$ cat src/rtl/out_merge_sched_pkg.sv
// Shared types and constants for the ordered output merge scheduler.
// Holds the FSM state encoding, the error cause codes and the default index width.
package out_merge_sched_pkg;

  localparam int IDX_W_DEFAULT = 10;

  typedef enum logic [2:0] {
    ST_IDLE,
    ST_ARB,
    ST_XFER_V,
    ST_XFER_R,
    ST_DONE,
    ST_ERR
  } state_e;

  localparam logic [1:0] ERR_NONE    = 2'b00;
  localparam logic [1:0] ERR_BOTH    = 2'b01;
  localparam logic [1:0] ERR_IDX     = 2'b10;
  localparam logic [1:0] ERR_TIMEOUT = 2'b11;

endpackage

$ cat src/rtl/out_merge_sched.sv
// Merges the varint and raw-data byte streams into the output FIFO in strict
// ascending record-index order, one whole record at a time, flagging order errors and stalls.
module out_merge_sched
  import out_merge_sched_pkg::*;
#(
  parameter int IDX_W   = IDX_W_DEFAULT,
  parameter int CNT_W   = 11,
  parameter int TIMEOUT = 1024
) (
  input  logic             clock_clk,
  input  logic             reset_reset,
  input  logic             start,
  input  logic [IDX_W-1:0] base_index,
  input  logic [CNT_W-1:0] rec_count,
  input  logic             abort,
  input  logic             varint_valid,
  input  logic [IDX_W-1:0] varint_index,
  input  logic [7:0]       varint_data,
  input  logic             varint_last,
  output logic             varint_accepted,
  input  logic             raw_valid,
  input  logic [IDX_W-1:0] raw_index,
  input  logic [7:0]       raw_data,
  input  logic             raw_last,
  output logic             raw_accepted,
  input  logic             out_fifo_full,
  output logic             out_fifo_push,
  output logic [7:0]       out_fifo_data,
  output logic             out_fifo_clr,
  output logic             busy,
  output logic             done,
  output logic             err,
  output logic [1:0]       err_code
);

  localparam int STALL_W = $clog2(TIMEOUT) + 1;
  localparam logic [STALL_W-1:0] STALL_MAX = STALL_W'(TIMEOUT - 1);

  state_e             state_q, state_d;
  logic [IDX_W-1:0]   expIdx_q, expIdx_d;
  logic [CNT_W-1:0]   recLeft_q, recLeft_d;
  logic [STALL_W-1:0] stall_q, stall_d;
  logic               clr_q, clr_d;
  logic               done_q, done_d;
  logic [1:0]         errCode_q, errCode_d;

  logic       vMatch, rMatch;
  logic       selValid, selIdxOk, selLast, selFire;
  logic [7:0] selData;

  assign vMatch = varint_valid && (varint_index == expIdx_q);
  assign rMatch = raw_valid && (raw_index == expIdx_q);

  // The transfer state that owns a record steers that source onto one set of head signals.
  always_comb begin
    selValid = 1'b0;
    selIdxOk = 1'b0;
    selLast  = 1'b0;
    selData  = 8'h00;
    if (state_q == ST_XFER_V) begin
      selValid = varint_valid;
      selIdxOk = (varint_index == expIdx_q);
      selLast  = varint_last;
      selData  = varint_data;
    end else if (state_q == ST_XFER_R) begin
      selValid = raw_valid;
      selIdxOk = (raw_index == expIdx_q);
      selLast  = raw_last;
      selData  = raw_data;
    end
  end

  // Abort and reset both suppress the pop so no byte is lost into a discarded job.
  assign selFire = selValid && selIdxOk && !out_fifo_full && !abort && !reset_reset;

  always_comb begin
    state_d   = state_q;
    expIdx_d  = expIdx_q;
    recLeft_d = recLeft_q;
    stall_d   = '0;
    clr_d     = 1'b0;
    done_d    = 1'b0;
    errCode_d = errCode_q;
    case (state_q)
      ST_IDLE, ST_DONE, ST_ERR: begin
        if (start) begin
          expIdx_d  = base_index;
          recLeft_d = rec_count;
          clr_d     = 1'b1;
          errCode_d = ERR_NONE;
          if (rec_count == '0) begin
            state_d = ST_DONE;
            done_d  = 1'b1;
          end else begin
            state_d = ST_ARB;
          end
        end
      end
      ST_ARB: begin
        if (vMatch && rMatch) begin
          state_d   = ST_ERR;
          errCode_d = ERR_BOTH;
        end else if (vMatch) begin
          state_d = ST_XFER_V;
        end else if (rMatch) begin
          state_d = ST_XFER_R;
        end else if (stall_q == STALL_MAX) begin
          state_d   = ST_ERR;
          errCode_d = ERR_TIMEOUT;
        end else begin
          stall_d = stall_q + STALL_W'(1);
        end
      end
      ST_XFER_V, ST_XFER_R: begin
        if (selValid && !selIdxOk) begin
          state_d   = ST_ERR;
          errCode_d = ERR_IDX;
        end else if (selFire && selLast) begin
          expIdx_d  = expIdx_q + IDX_W'(1);
          recLeft_d = recLeft_q - CNT_W'(1);
          if (recLeft_q == CNT_W'(1)) begin
            state_d = ST_DONE;
            done_d  = 1'b1;
          end else begin
            state_d = ST_ARB;
          end
        end
      end
      default: state_d = ST_IDLE;
    endcase
    if (abort) begin
      state_d   = ST_IDLE;
      expIdx_d  = expIdx_q;
      recLeft_d = recLeft_q;
      stall_d   = '0;
      clr_d     = 1'b0;
      done_d    = 1'b0;
      errCode_d = ERR_NONE;
    end
  end

  always_ff @(posedge clock_clk) begin
    if (reset_reset) begin
      state_q   <= ST_IDLE;
      expIdx_q  <= '0;
      recLeft_q <= '0;
      stall_q   <= '0;
      clr_q     <= 1'b0;
      done_q    <= 1'b0;
      errCode_q <= ERR_NONE;
    end else begin
      state_q   <= state_d;
      expIdx_q  <= expIdx_d;
      recLeft_q <= recLeft_d;
      stall_q   <= stall_d;
      clr_q     <= clr_d;
      done_q    <= done_d;
      errCode_q <= errCode_d;
    end
  end

  assign varint_accepted = selFire && (state_q == ST_XFER_V);
  assign raw_accepted    = selFire && (state_q == ST_XFER_R);
  assign out_fifo_push   = selFire;
  assign out_fifo_data   = selFire ? selData : 8'h00;
  assign out_fifo_clr    = clr_q;
  assign busy            = (state_q == ST_ARB) || (state_q == ST_XFER_V) || (state_q == ST_XFER_R);
  assign done            = done_q;
  assign err             = (state_q == ST_ERR);
  assign err_code        = errCode_q;

endmodule

$ cat config.mk
export PLATFORM = sky130hd
export DESIGN_NAME = out_merge_sched
export DESIGN_NICKNAME = d
export VERILOG_FILES = /design/src/rtl/out_merge_sched_pkg.sv /design/src/rtl/out_merge_sched.sv
export SDC_FILE = /design/constraint.sdc
export NUM_CORES = 1
export LEC_CHECK = 0
export BUFFER_PORTS_ARGS = -buffer_cell sky130_fd_sc_hd__buf_2
export CORE_MARGIN = 2
export CORE_UTILIZATION = 47
export DETAILED_ROUTE_END_ITERATION = 12
export GPL_ROUTABILITY_DRIVEN = 0
export HOLD_SLACK_MARGIN = 0.1
export PLACE_DENSITY = 0.77
export SLEW_MARGIN = 20
export SYNTH_ARGS = -nofsm -noshare
export SYNTH_HDL_FRONTEND = slang
export SYNTH_SLANG_ARGS = --single-unit
$ cat constraint.sdc
create_clock -name clock_clk -period 2.5 [get_ports clock_clk]
set_clock_uncertainty 0.15 [all_clocks]
set_input_delay 0.375 -clock clock_clk [delete_from_list [all_inputs] [get_ports clock_clk]]
set_output_delay 0.375 -clock clock_clk [all_outputs]
set_load 0.02 [all_outputs]
---- Word-level counts from Yosys, hierarchy flattened ----
Index checks and enable logic that the tools add are counted.
cells by class
  bitwise logic cells ..................... 3
  mux-type cells .......................... 41
  $add $sub $neg .......................... 3
  equality and inequality tests ........... 18
  reduce and logical (&&, ||, !) cells .... 29
operators by type and width
  kind                                                                      number
  11-bit two-way mux                                                        3
  10-bit two-way mux                                                        3
  3-bit two-way mux                                                         9
  8-bit two-way mux                                                         3
  11-bit case mux with 2 select lines                                       1
  10-bit equality test                                                      2
  10-bit case mux with 2 select lines                                       1
  1-bit two-way mux                                                         12
  2-bit two-way mux                                                         6
  3-bit inequality test (second input constant)                             4
  11-bit by 1-bit adder with 11-bit output (second input constant)          1
  11-bit by 1-bit equality test with 1-bit output (second input constant)   1
  11-bit by 10-bit equality test with 1-bit output (second input constant)  1
  1-bit logical AND                                                         11
  11-bit logical NOT                                                        1
  11-bit by 1-bit subtractor with 11-bit output (second input constant)     1
  10-bit by 1-bit adder with 10-bit output (second input constant)          1
  3-bit case mux with 3 select lines                                        1
  2-bit inequality test (second input constant)                             4
  7-bit OR reduction                                                        1
  3-bit by 2-bit equality test with 1-bit output (second input constant)    2
  3-bit equality test (second input constant)                               2
  2-bit case mux with 3 select lines                                        1
  6-bit AND reduction                                                       1
  other kinds (13)                                                          21
word-level totals
  bits in registers ....................... 39
  input port bits ......................... 66
  output and inout bits ................... 17

---- Longest topological paths before layout ----
  depth after elaboration ................. 11
  mapped depth ............................ 12
  depth with buffers taken out ............ 11

---- Least setup slack after synthesis ----
OpenSTA, ideal clock, no wires.
  path type ............................... input-to-output
  from .................................... input port reset_reset
  to ...................................... output port out_fifo_data[0]
  setup slack ............................. -0.158 ns
  required time ........................... 1.975 ns
  stages on the path ...................... 5
  arrival time ............................ 2.133 ns
  cell sequence ........................... or2_1 > buf_6 > or4_1 > nor4_4 > a22o_1
between the ends
  word-level cells in the longest chain between the ends .. 3
ends and longest elaborated chain
  element            RTL line                RTL
  start, declared    out_merge_sched.sv:11   input logic reset_reset,
  1-bit logical NOT  out_merge_sched.sv:74   assign selFire = selValid && selIdxOk && !out_fifo_full && !abort && !reset_reset;
  1-bit logical AND  out_merge_sched.sv:74
  8-bit two-way mux  out_merge_sched.sv:165  assign out_fifo_data = selFire ? selData : 8'h00;
  end, declared      out_merge_sched.sv:28   output logic [7:0] out_fifo_data,
Every way passes these cells.

---- Worst setup path in the final report ----
  from .................................... register expIdx_q[9]
  to ...................................... register state_q[2]
between the ends
  word-level cells in the longest chain between the ends .. 10
  elaborated cells on any way between the ends .. 22
ends and longest elaborated chain
  element                          RTL line                                      RTL
  start, declared                  out_merge_sched.sv:40                         logic [IDX_W-1:0] expIdx_q, expIdx_d;
  start signal, assigned           out_merge_sched.sv:153                        expIdx_q <= expIdx_d;
  10-bit equality test             out_merge_sched.sv:52, out_merge_sched.sv:67
  1-bit two-way mux                out_merge_sched.sv:65                         end else if (state_q == ST_XFER_R) begin
  1-bit two-way mux                out_merge_sched.sv:60                         if (state_q == ST_XFER_V) begin
  1-bit logical AND (4 in a row)   out_merge_sched.sv:74
  1-bit logical AND                out_merge_sched.sv:118                        end else if (selFire && selLast) begin
  3-bit inequality test (no line)  -
  3-bit AND reduction (no line)    -
  end signal, assigned             out_merge_sched.sv:152                        state_q <= state_d;
  end, declared                    out_merge_sched.sv:39                         state_e state_q, state_d;
Parallel ways exist; a longest one is shown, timed or not.
A chain may end at the register's enable or synchronous reset.

==> results.txt <==
----------------------------------------------------
[Run status]
  Run status ... complete, but fails checks
  Violations in the final reports ... negative setup slack

[GRT]
  Gr ovfl total ... 0
  Pin count of the biggest net entering global routing ... 25
  Wire length of the first global-routing pass ... 13500 um
  Antenna violations before repair ... 0
  Total GRT Usage ... 0.265
  Number of global-route vias before repair ... 2953

[Synthesis]
  EDFF count, synth ... 0
  Register bit total from synthesis ... 39
  Synth top area share ... 0.281
  Syn_nets ... 430
  Cell type with the highest aggregate area in the netlist ... sky130_fd_sc_hd__dfxtp_1
  Most frequently used cell type in the post-synthesis netlist ... sky130_fd_sc_hd__dfxtp_1
  Netlist cell types ... 50
  Dominant synthesized flop cell ... sky130_fd_sc_hd__dfxtp_1
  Synth warn ... 0
  Cell count after synthesis ... 355
  Netlist Area Pre-Place ... 0.00278 mm2
  Leading post-synthesis cells by cell area ... sky130_fd_sc_hd__dfxtp_1 (28%), sky130_fd_sc_hd__xnor2_1 (7.3%), sky130_fd_sc_hd__nor2_1 (4.7%)
  Most frequent cells after synthesis ... sky130_fd_sc_hd__dfxtp_1 (39), sky130_fd_sc_hd__nor2_1 (35), sky130_fd_sc_hd__nand2_1 (25)
  Mean cell area of the mapped netlist ... slightly below 8 um2
  Share of the yosys chip area belonging to registers ... 0.281
  Async set or reset register ratio after synthesis ... 0

[Route]
  Number of nets still failing antenna checks after routing ... 0
  Detail-routed via count per cell ... around 6.2
  DRC violations left ... 0
  Detailed Route Iter0 Violations ... 338
  Vias ... 3316
  Sum of routed wire length over all layers ... about 9700 um
  Wire length per cell ... 18.1 um
  1st-pass router iterations ... 5

[Cells and area]
  Share of final-layout standard cells stronger than drive strength 1 ... 0.371
  Post-route standard cell area excluding fillers ... approximately 0.0038 mm2
  Non-filler instance count after layout ... 536
  Diode insertion count for antenna repair ... 0
  Layout net count ... 538
  Util after Layout ... 0.680
  Area delta synth->final ... 37.3%

[CTS]
  Maximum buffer depth of the clock tree ... 2
  Clock tree from TritonCTS ... done
  Hold bufs inserted after CTS ... 0
  Root buffer cell ... sky130_fd_sc_hd__clkbuf_8
  Clock buffers created by TritonCTS ... 5
  H-Tree Level Count ... 2
  Clock latency reported for the late side of the worst-skew pair ... 0.30 ns
  Clock input transition at the sequential cells of the worst setup and hold paths ... 0.09 ns
  Clock tree sinks ... 39

[Timing]
  Post-route clock period utilization ... 1.05
  Slack of the critical path ... -0.135 ns
  Final count of pins violating max slew ... 0
  Post-layout minimum cycle time ... 2.64 ns
  Setup repair after global routing missed its margin ... true
  Final Hold Violating Endpoints ... 0
  Actual transition at the worst max-transition pin ... about 0.68 ns
  Count of final setup violators ... 11
  Rel. slew slack ... 0.538
  Highest Clock Rate ... between 0.3 and 0.4 GHz
  Hold slack final ... 0.235 ns
  Post-route setup TNS ... -0.629 ns

[Floorplanning]
  CORE AREA ... 0.00561 mm2
  Number of top-level pins ... 83
  Die Height ... roughly 81 um
  Die Outline Area ... 0.00654 mm2
  Row Count ... 27
  Starting utilization of the core area ... 0.495
  Die Wd ... roughly 81 um

[Place]
  Sum of net half-perimeters after detailed placement ... ~6300 um
  DP Cell Count ... 523
  Worst setup slack after placement ... -0.171 ns
  Post-detailed-placement cell area ... between 0.003 and 0.004 mm2
  I/O Buffers ... 82

[Critical path]
  Critical Path RT ... 2.56 ns
  Crit path max-delay family ... simple AND/OR/NAND/NOR gates
  Flop-to-flop setup slack ... -0.14 ns
  Critical path data arrival time ... 2.70 ns
  CP most frequent cell ... sky130_fd_sc_hd__nand2_1
  Crit path buffers/inverters ... 0
  Kind of end point of the critical path ... register
  Cells along the critical path ... xnor2_2 -> nand4_1 -> nor3_2 -> nand2_1 -> ha_1 -> mux2_4 -> o21ai_2 -> nand2_1 -> a2111oi_2
  Critical Path Fanout Max ... 3
  Critical path type ... reg2reg
  Slowest-stage cell, CP ... sky130_fd_sc_hd__dfxtp_4
  Delay of the slowest cell on the worst path ... ~0.38 ns
  Crit start category ... register

[Power and ir drop]
  Maximum vdd ir drop ... 303 uV
  Final total power ... around 1.6 mW
  Leak ... 1.61 nW
  Power density over cell area ... 411 mW/mm2

[Run]
  Max-cap viol count ... 0

[Hold path]
  Hold crit path type ... in2reg

----------------------------------------------------
-- metal layers --
| metal | track usage | wire length (um) |
|---|---|---|
| met5 | 0 | 0 |
| met4 | 0.119 | 354 |
| met3 | 0.0422 | 878 |
| met2 | 0.420 | 4660 |
| met1 | 0.355 | 3810 |
-- final timing paths --
kind,from,to,cells after the start
setup reg to reg,expIdx_q[9],state_q[2],9
hold / removal,base_index[7],expIdx_q[7],3
setup / recovery,expIdx_q[9],state_q[2],9
hold reg to reg,recLeft_q[5],recLeft_q[5],2
-- logic make-up after synthesis --
kind of cell,count (synthesis),share of synthesized area
and+or+nand+nor,137,0.255
adders and majority gates,9,0.0405
buffers and inverters,40,0.0649
AOI/OAI and AO/OA,94,0.241
muxes,7,0.0257
xor gates and xnor gates,29,0.0914
DFF,39,0.281
-- registers in the layout, summed over array words and instances, names as in the netlist --
register / count
recLeft_q: 11
stall_q: 11
expIdx_q: 10
state_q: 3
err_code: 2
done: 1
out_fifo_clr: 1
-- tightest hold or removal path: stages --
cell,delay (ns)
sky130_fd_sc_hd__buf_2,0.10
sky130_fd_sc_hd__a21oi_1,0.11
sky130_fd_sc_hd__o31ai_1,0.07
-- area by class of cell --
type,instances,area (um2)
Clock buffer,6,82.6
Clock inverter,2,35.0
Fill cell,459,1790
Inverter,15,61.3
Multi-Input combinational cell,276,1950
Sequential cell,39,797
Tap cell,72,90.1
Timing Repair Buffer,126,795
-- cell usage in the layout (no fill, tap or decap), drive strengths merged, types with 7 or more instances in the layout --
cell     instances
nand2           25
nor4            13
buf            126
xnor2           23
o21ai            7
ha               9
nor3            17
o2111ai          8
dfxtp           39
o31ai           16
nor2            35
a22o             8
nand3           15
a21oi           23
inv             15
nand4           10
-- power by group --
group	total [mW]	switching (mW)	internal [mW]	leakage, nW
logic	0.336	0.184	0.152	1.22
registers	0.669	0.0278	0.641	0.321
clock network	0.564	0.240	0.323	0.0612
total	1.57	0.452	1.12	1.61
-- repair_timing --
item	CTS	global route
endpoints found under the setup margin	11	14
buffers inserted	2	3
gates resized for setup	23	34
pin swaps	3	17
Note: power is estimated with default switching activity, not from simulation.
